File: src/rtl/pipe_mux_nway_if.sv
// pipe_mux_nway_if: N-way input bus plus registered output handshake for pipe_mux_nway.
interface pipe_mux_nway_if #(
    parameter int WIDTH = 32,
    parameter int WAYS  = 4,
    parameter int SELW  = 2
);
    logic [WAYS*WIDTH-1:0] in_data;
    logic [WAYS-1:0]       in_valid;
    logic [WAYS-1:0]       in_ready;
    logic [SELW-1:0]       sel;
    logic                  mode;
    logic [WIDTH-1:0]      out_data;
    logic [SELW-1:0]       out_src;
    logic                  out_valid;
    logic                  out_ready;

    modport master (
        output in_data, in_valid, sel, mode, out_ready,
        input  in_ready, out_data, out_src, out_valid
    );

    modport slave (
        input  in_data, in_valid, sel, mode, out_ready,
        output in_ready, out_data, out_src, out_valid
    );
endinterface

File: src/rtl/pipe_mux_nway.sv
// pipe_mux_nway: N-way mux into one output register, direct-select or round-robin arbitration.
module pipe_mux_nway #(
    parameter int WIDTH = 32,
    parameter int WAYS  = 4,
    parameter int SELW  = 2
) (
    input logic clk,
    input logic reset,
    pipe_mux_nway_if.slave bus
);
    logic [WIDTH-1:0] out_data_q, out_data_d;
    logic [SELW-1:0]  out_src_q, out_src_d, rr_ptr_q, rr_ptr_d, grant;
    logic             out_valid_q, can_load, found, xfer;
    logic [WAYS-1:0]  ready;
    logic [SELW:0]    idx;

    assign can_load = !out_valid_q || bus.out_ready;

    // Scan downward so the way nearest rr_ptr (lowest offset) is the last writer and wins.
    always_comb begin
        grant = '0;
        found = 1'b0;
        idx = '0;
        for (int i = WAYS - 1; i >= 0; i--) begin
            idx = {1'b0, rr_ptr_q} + (SELW+1)'(i);
            idx = (idx >= (SELW+1)'(WAYS)) ? idx - (SELW+1)'(WAYS) : idx;
            if (bus.in_valid[idx[SELW-1:0]]) begin
                grant = idx[SELW-1:0];
                found = 1'b1;
            end
        end
    end

    // Direct mode ignores in_valid so producers may wait on in_ready before asserting valid.
    always_comb begin
        ready = '0;
        if (!reset && can_load) begin
            if (!bus.mode && ({1'b0, bus.sel} < (SELW+1)'(WAYS)))
                ready[bus.sel] = 1'b1;
            else if (bus.mode && found)
                ready[grant] = 1'b1;
        end
    end

    assign bus.in_ready = ready;

    always_comb begin
        xfer = 1'b0;
        out_data_d = out_data_q;
        out_src_d = out_src_q;
        for (int k = 0; k < WAYS; k++) begin
            if (ready[k] && bus.in_valid[k]) begin
                xfer = 1'b1;
                out_data_d = bus.in_data[k*WIDTH +: WIDTH];
                out_src_d = SELW'(k);
            end
        end
        rr_ptr_d = rr_ptr_q;
        if (xfer && bus.mode)
            rr_ptr_d = (out_src_d == SELW'(WAYS - 1)) ? '0 : out_src_d + 1'b1;
    end

    always_ff @(posedge clk) begin
        if (reset) begin
            out_valid_q <= 1'b0;
            out_data_q <= '0;
            out_src_q <= '0;
            rr_ptr_q <= '0;
        end else if (can_load) begin
            out_valid_q <= xfer;
            out_data_q <= out_data_d;
            out_src_q <= out_src_d;
            rr_ptr_q <= rr_ptr_d;
        end
    end

    assign bus.out_data = out_data_q;
    assign bus.out_src = out_src_q;
    assign bus.out_valid = out_valid_q;
endmodule

File: src/flat_wrapper.sv
// flat-port wrapper written by rule: the top's interface ports become plain ports
module pipe_mux_nway_flat 
#(
    parameter int WIDTH = 32,
    parameter int WAYS  = 4,
    parameter int SELW  = 2
)
  (clk, reset, bus_in_data, bus_in_valid, bus_sel, bus_mode, bus_out_ready, bus_in_ready, bus_out_data, bus_out_src, bus_out_valid);
  pipe_mux_nway_if #(.WIDTH(WIDTH), .WAYS(WAYS), .SELW(SELW)) bus_i ();
  input logic clk;
  input logic reset;
  input wire logic [$bits(bus_i.in_data)-1:0] bus_in_data;
  input wire logic [$bits(bus_i.in_valid)-1:0] bus_in_valid;
  input wire logic [$bits(bus_i.sel)-1:0] bus_sel;
  input wire logic [$bits(bus_i.mode)-1:0] bus_mode;
  input wire logic [$bits(bus_i.out_ready)-1:0] bus_out_ready;
  output wire logic [$bits(bus_i.in_ready)-1:0] bus_in_ready;
  output wire logic [$bits(bus_i.out_data)-1:0] bus_out_data;
  output wire logic [$bits(bus_i.out_src)-1:0] bus_out_src;
  output wire logic [$bits(bus_i.out_valid)-1:0] bus_out_valid;
  assign bus_i.in_data = bus_in_data;
  assign bus_i.in_valid = bus_in_valid;
  assign bus_i.sel = bus_sel;
  assign bus_i.mode = bus_mode;
  assign bus_i.out_ready = bus_out_ready;
  assign bus_in_ready = bus_i.in_ready;
  assign bus_out_data = bus_i.out_data;
  assign bus_out_src = bus_i.out_src;
  assign bus_out_valid = bus_i.out_valid;
  pipe_mux_nway #(.WIDTH(WIDTH), .WAYS(WAYS), .SELW(SELW)) u_core (.clk(clk), .reset(reset), .bus(bus_i));
endmodule
File: config.mk
export PLATFORM = sky130hd
export DESIGN_NAME = pipe_mux_nway_flat
export DESIGN_NICKNAME = d
export VERILOG_FILES = /design/src/rtl/pipe_mux_nway_if.sv /design/src/rtl/pipe_mux_nway.sv /design/src/flat_wrapper.sv
export SDC_FILE = /design/constraint.sdc
export NUM_CORES = 1
export LEC_CHECK = 0
export ABC_AREA = 0
export BUFFER_PORTS_ARGS = -buffer_cell sky130_fd_sc_hd__buf_2
export CAP_MARGIN = 15
export CORE_MARGIN = 10
export CORE_UTILIZATION = 40
export DETAILED_ROUTE_END_ITERATION = 10
export HOLD_SLACK_MARGIN = 0.05
export PLACE_DENSITY = 0.84
export SLEW_MARGIN = 20
export SYNTH_ARGS = -nofsm -noshare
export SYNTH_HDL_FRONTEND = slang
export SYNTH_SLANG_ARGS = --single-unit
File: constraint.sdc
create_clock -name clk -period 3.7 [get_ports clk]
set_input_delay 0.74 -clock clk [delete_from_list [all_inputs] [get_ports clk]]
set_output_delay 0.74 -clock clk [all_outputs]
set_load 0.01 [all_outputs]
After elaboration in Yosys (flattened, before gate mapping)
Index checks and enable logic that the tools add are counted.
W data, S select, Z words.
{ "word_totals": {"in_bits": 138, "wordCells": 80, "output_inout_bits": 39, "regBits": 37} }
{ "op_classes": {"n_mux": 40, "n_reduce_logical": 15, "magnitude_cmp": 12, "add_sub_neg": 8, "eq_ne": 1} }
{ "op_table": {"columns": ["operator", "n"], "rows": [
  ["$mux W32", 4],
  ["$mux W2", 13],
  ["$lt A2 B3 Y1 const B", 6],
  ["$mux W1", 14],
  ["$mux W4", 3],
  ["$ge A3 B3 Y1 const B", 3],
  ["$logic_and A1 B1 Y1", 9],
  ["$bmux W1 S2", 4],
  ["$sub A2 B1 Y2 const B", 4],
  ["$add A2 B2 Y3 const B", 2],
  ["$demux W1 S2", 2],
  ["$ge A2 B1 Y1 const B", 2],
  ["$reduce_and A2 Y1", 2],
  ["$reduce_bool A4 Y1", 1],
  ["$add A2 B1 Y3 const B", 1],
  ["$ge A2 B3 Y1 const B", 1],
  ["$add A2 B1 Y2 const B", 1],
  ["$eq A2 B2 Y1 const B", 1],
  ["$logic_not A1 Y1", 2],
  ["$logic_or A1 B1 Y1", 1]
]} }

Depth between registers and ports, before layout
{ "depth": {"depth_word": 23, "depth_mapped": 10, "mapped_depth_nobuf": 7} }

Worst setup path before layout
No wires, ideal clock.
{ "synth_path": {"path_kind": "input to register", "from": "input bus_in_valid[1]", "to": "register u_core.out_data_q[15], in the netlist u_core.bus.out_data[15]", "slack_ns": 1.169, "stages": 7, "setup_time_ns": 0.141, "required_ns": 3.559, "arrival_ns": 2.390, "n_path_buf": 1, "cell_sequence": "o41a_1 -> nor4b_4 -> a41oi_4 -> buf_6 -> mux2_1 -> nand2_1 -> a311oi_2"} }
{ "synth_between": {"elab_chain_cells": 17, "elab_cells_between_ends": 34, "cone_classes": "order compare (2); mux (24); reduce/logical (8)"} }
{ "synth_lines": {"columns": ["item", "line_no", "source"], "rows": [
  ["start: declaration", "flat_wrapper.sv:13", "input wire logic [$bits(bus_i.in_valid)-1:0] bus_in_valid;"],
  ["$bmux W1 S2", "pipe_mux_nway.sv:27", "if (bus.in_valid[idx[SELW-1:0]]) begin"],
  ["$mux W1 (implied by the code)", "pipe_mux_nway.sv:27", null],
  ["$mux W2 (4 in series)", "pipe_mux_nway.sv:27", null],
  ["$lt A2 B3 Y1 (implied by the code) or $ge A2 B1 Y1 (tied branches)", "pipe_mux_nway.sv:41", "ready[grant] = 1'b1;"],
  ["$logic_and A1 B1 Y1 (implied by the code)", "pipe_mux_nway.sv:41", null],
  ["$mux W1 (implied by the code)", "pipe_mux_nway.sv:41", null],
  ["$demux W1 S2", null, null],
  ["$mux W4", "pipe_mux_nway.sv:40", "else if (bus.mode && found)"],
  ["$mux W4", "pipe_mux_nway.sv:38", "if (!bus.mode && ({1'b0, bus.sel} < (SELW+1)'(WAYS)))"],
  ["$mux W4", "pipe_mux_nway.sv:37", "if (!reset && can_load) begin"],
  ["$logic_and A1 B1 Y1", "pipe_mux_nway.sv:52", "if (ready[k] && bus.in_valid[k]) begin"],
  ["$mux W32 (3 in series)", "pipe_mux_nway.sv:52", null],
  ["end signal: assignment", "pipe_mux_nway.sv:71", "out_data_q <= out_data_d;"],
  ["end: declaration", "pipe_mux_nway.sv:11", "logic [WIDTH-1:0] out_data_q, out_data_d;"]
]} }
Parallel ways exist; a longest one is shown, timed or not. The select of a mux whose other input is x is not followed.
A chain may end at the register's enable or synchronous reset.

Worst setup path after layout
{ "layout_path": {"from": "input bus_in_valid[2]", "to": "output bus_in_ready[0]"} }
{ "layout_between": {"elab_chain_cells": 13, "elab_cells_between_ends": 25, "cone_classes": "order compare (2); mux (21); reduce/logical (2)"} }
{ "layout_lines": {"columns": ["item", "line_no", "source"], "rows": [
  ["$bmux W1 S2", "pipe_mux_nway.sv:27", null],
  ["$mux W1 (implied by the code)", "pipe_mux_nway.sv:27", null],
  ["$mux W2 (4 in series)", "pipe_mux_nway.sv:27", null],
  ["$lt A2 B3 Y1 (implied by the code) or $ge A2 B1 Y1 (tied branches)", "pipe_mux_nway.sv:41", null],
  ["$logic_and A1 B1 Y1 (implied by the code)", "pipe_mux_nway.sv:41", null],
  ["$mux W1 (implied by the code)", "pipe_mux_nway.sv:41", null],
  ["$demux W1 S2", null, null],
  ["$mux W4 (*)", "pipe_mux_nway.sv:40", null],
  ["$mux W4 (*)", "pipe_mux_nway.sv:38", null],
  ["$mux W4 (*)", "pipe_mux_nway.sv:37", null],
  ["end: declaration", "flat_wrapper.sv:17", "output wire logic [$bits(bus_i.in_ready)-1:0] bus_in_ready;"]
]} }
Mark *: on every way between the ends. The rest lies on a longest branch, timed or not. The select of a mux whose other input is x is not followed.

==> qor.csv <==
metric,value,unit
powerDensity,351.4,nW/um2
synthXorXnorAreaFrac,0,%
synth_compound_area_share,30.27,%
cpPeakStageDelay,370,ps
dieWidth,98.74,um
whs,477.8,ps
fin_cells,525,
cts_sinks,37,
clkPwrFrac,29.3,%
numCtsBuffers,5,
regArea,740.7,um2
multiInputGateArea,1592,um2
grt_pass1_wl,14410,um
ctsResizeCount,0,
dr.pass1.iters,5,
layout_common_cells,"buf_2, nor2_1, dfxtp_1",
synth_nets,421,
crit_type,in -> out,
pre_cts_slack,553.8,ps
clock-root-buffer,clkbuf_8,
synth-seq-cells,37,
seqPwrFrac,38.6,%
skew,8.079,ps
internal_power,850.1,uW
ant_nets,0,
final_common_cell,buf_2,
start_kind,primary input,
fin_crit_sh,77.29,%
synth-simple-area-share,18.16,%
antenna_found_initial,0,
drc_errors,0,
num_rows,28,
grt_pass1_vias,3093,
clockBufferDepth,2,
start_util,41.64,%
dpl.hpwl,7340,um
critPathTopFamily,simple AND/OR/NAND/NOR gates,
cp_data_arrival_time,2120,ps
peakVddDrop,0.1753,mV
syn_inst,283,
path_cells,buf_2 > nor2b_1 > a311oi_1 > or2_1 > a31oi_1 > nor2_1 > buf_2,
cp-end-kind,primary output,
synth_adder_area_share,0,%
finalHoldViolCount,0,
clkTransAtPathRegs,70,ps
fin_util,58.68,%
dp.cells,517,
final_nets,587,
drv_cap,0,
htreeDepth,2,
synth_area_leaders,"dfxtp_1, mux2_1, a22oi_1, a311oi_1, nor2_1",
grt_max_degree,38,
hp-class,reg -> reg,
yosysWarnings,0,
syn_avg_cell_area,8.763,um2
synth_edf_count,0,
grt_usage,17.15,%
syn2layout_area_growth,40.92,%
switching_power,378.1,uW
ys.flop_type,dfxtp_1,
cp_max_fo,7,
cts_tree,built,
via_per_inst,5.537,
muxShareOfSynthArea,14.93,%
finalCriticalPeriod,2860,ps
p_leak,1.634,nW
setup_viol,0,
synth_top_family_by_area,compound AO/OA/AOI/OAI gates,
grt_setup_unrepaired,no,
tightest_slew,827.0,ps
coreArea,5956,um2
fillers,543,
required,2960,ps
post_dp_cell_area,3378,um2
power.total,1.228,mW
wl_per_cell,17.30,um
netlist_area,2480,um2
maxSlewViolCount,0,
drive_gt1_share,46.89,%
die_area,9750,um2
yosysTopAreaCellShare,29.87,%
fin_area,3495,um2
status,completed,
yosysSeqAreaShare,29.87,%
yosysUniqueCellTypes,36,
vias,2907,
postCtsSetupRepairBufs,0,
clock_latency,280,ps
max_freq,0.3497,GHz
initialDrtViolationCount,139,
routabilityCongestion,0.8883,
setup_ws,840.1,ps
critPathSlowestCell,a311oi_1,
synth_top_area_cell,dfxtp_1,
die_y,98.74,um
routed_wl,9084,um
antenna_cells,0,
path_buf_inv,2,
setup_tns,0,ps
cp_common_cell,buf_2,
num_io_pins,177,
hold_buffers,0,
p_sw_share,30.78,%
port_buffers,176,
overflow,0,
combinationalPowerShare,32.2,%
slew_headroom,44.87,%
postSynth.asyncResetShare,0,%
final timing paths:
check                        startpoint                 endpoint  slack, ps  cells after the start
setup / recovery        bus_in_valid[2]          bus_in_ready[0]        840                      7
hold reg to reg   u_core.bus.out_src[1]    u_core.bus.out_src[1]        480                      2
hold / removal    u_core.bus.out_src[1]    u_core.bus.out_src[1]        480                      2
setup reg to reg     u_core.rr_ptr_q[1]  u_core.bus.out_data[24]       1070                      7
worst register-to-register path: cells and delay by family, from the launching register on:
| family | cells | cell delay, ps |
|---|---|---|
| AOI/OAI and AO/OA | 3 | 1010 |
| and+or+nand+nor | 2 | 540 |
| DFF | 1 | 420 |
| buffers and inverters | 1 | 350 |
| muxes | 1 | 220 |
state kept, by name, summed over array words and instances (netlist names):
name,cells
u_core.bus.out_data,32
u_core.bus.out_src,2
u_core.bus.out_valid,1
u_core.rr_ptr_q,2
layer usage:
metal,wire length [um],GRT usage [%],up-vias
met3,713,5.796,12
met5,0,0,-
met4,135,5.072,0
li1,-,-,1410
met1,3424,17.84,1360
met2,4810,31.61,125
area by class of cell:
type                    instances  area share [%]
multi-input cells             219           45.54
repair buffers                185           27.14
flip-flops and latches         37           21.20
well taps                      75           2.685
clock buffers                   7           2.470
clock inverters                 1          0.8593
inverters                       1          0.1074
cells by family (layout without fill, tap and decap cells):
family / after synthesis / count (layout)
AO/OA/AOI/OAI: 86 / 86
buffers and inverters: 27 / 194
flip-flops: 37 / 37
multiplexers: 33 / 33
AND/OR/NAND/NOR: 100 / 100
Yosys cell counts (6+ instances only):
cell / instances
mux2_1: 26
a311oi_1: 26
clkbuf_1: 10
a22oi_1: 33
buf_2: 8
a311oi_2: 8
a21oi_1: 7
nor2_1: 41
mux2_2: 6
dfxtp_1: 37
nand2_1: 36
buf_6: 7
power by group through the flow:
stage | Combinational [mW] | Clock, mW | Sequential (mW)
floorplan | 0.216 | 0 | 0.504
global placement | 0.387 | 0 | 0.479
detailed placement | 0.397 | 0 | 0.483
CTS | 0.398 | 0.371 | 0.473
global route | 0.436 | 0.390 | 0.480
finish | 0.395 | 0.360 | 0.473
No activity file was read; power rests on OpenSTA's default activity.
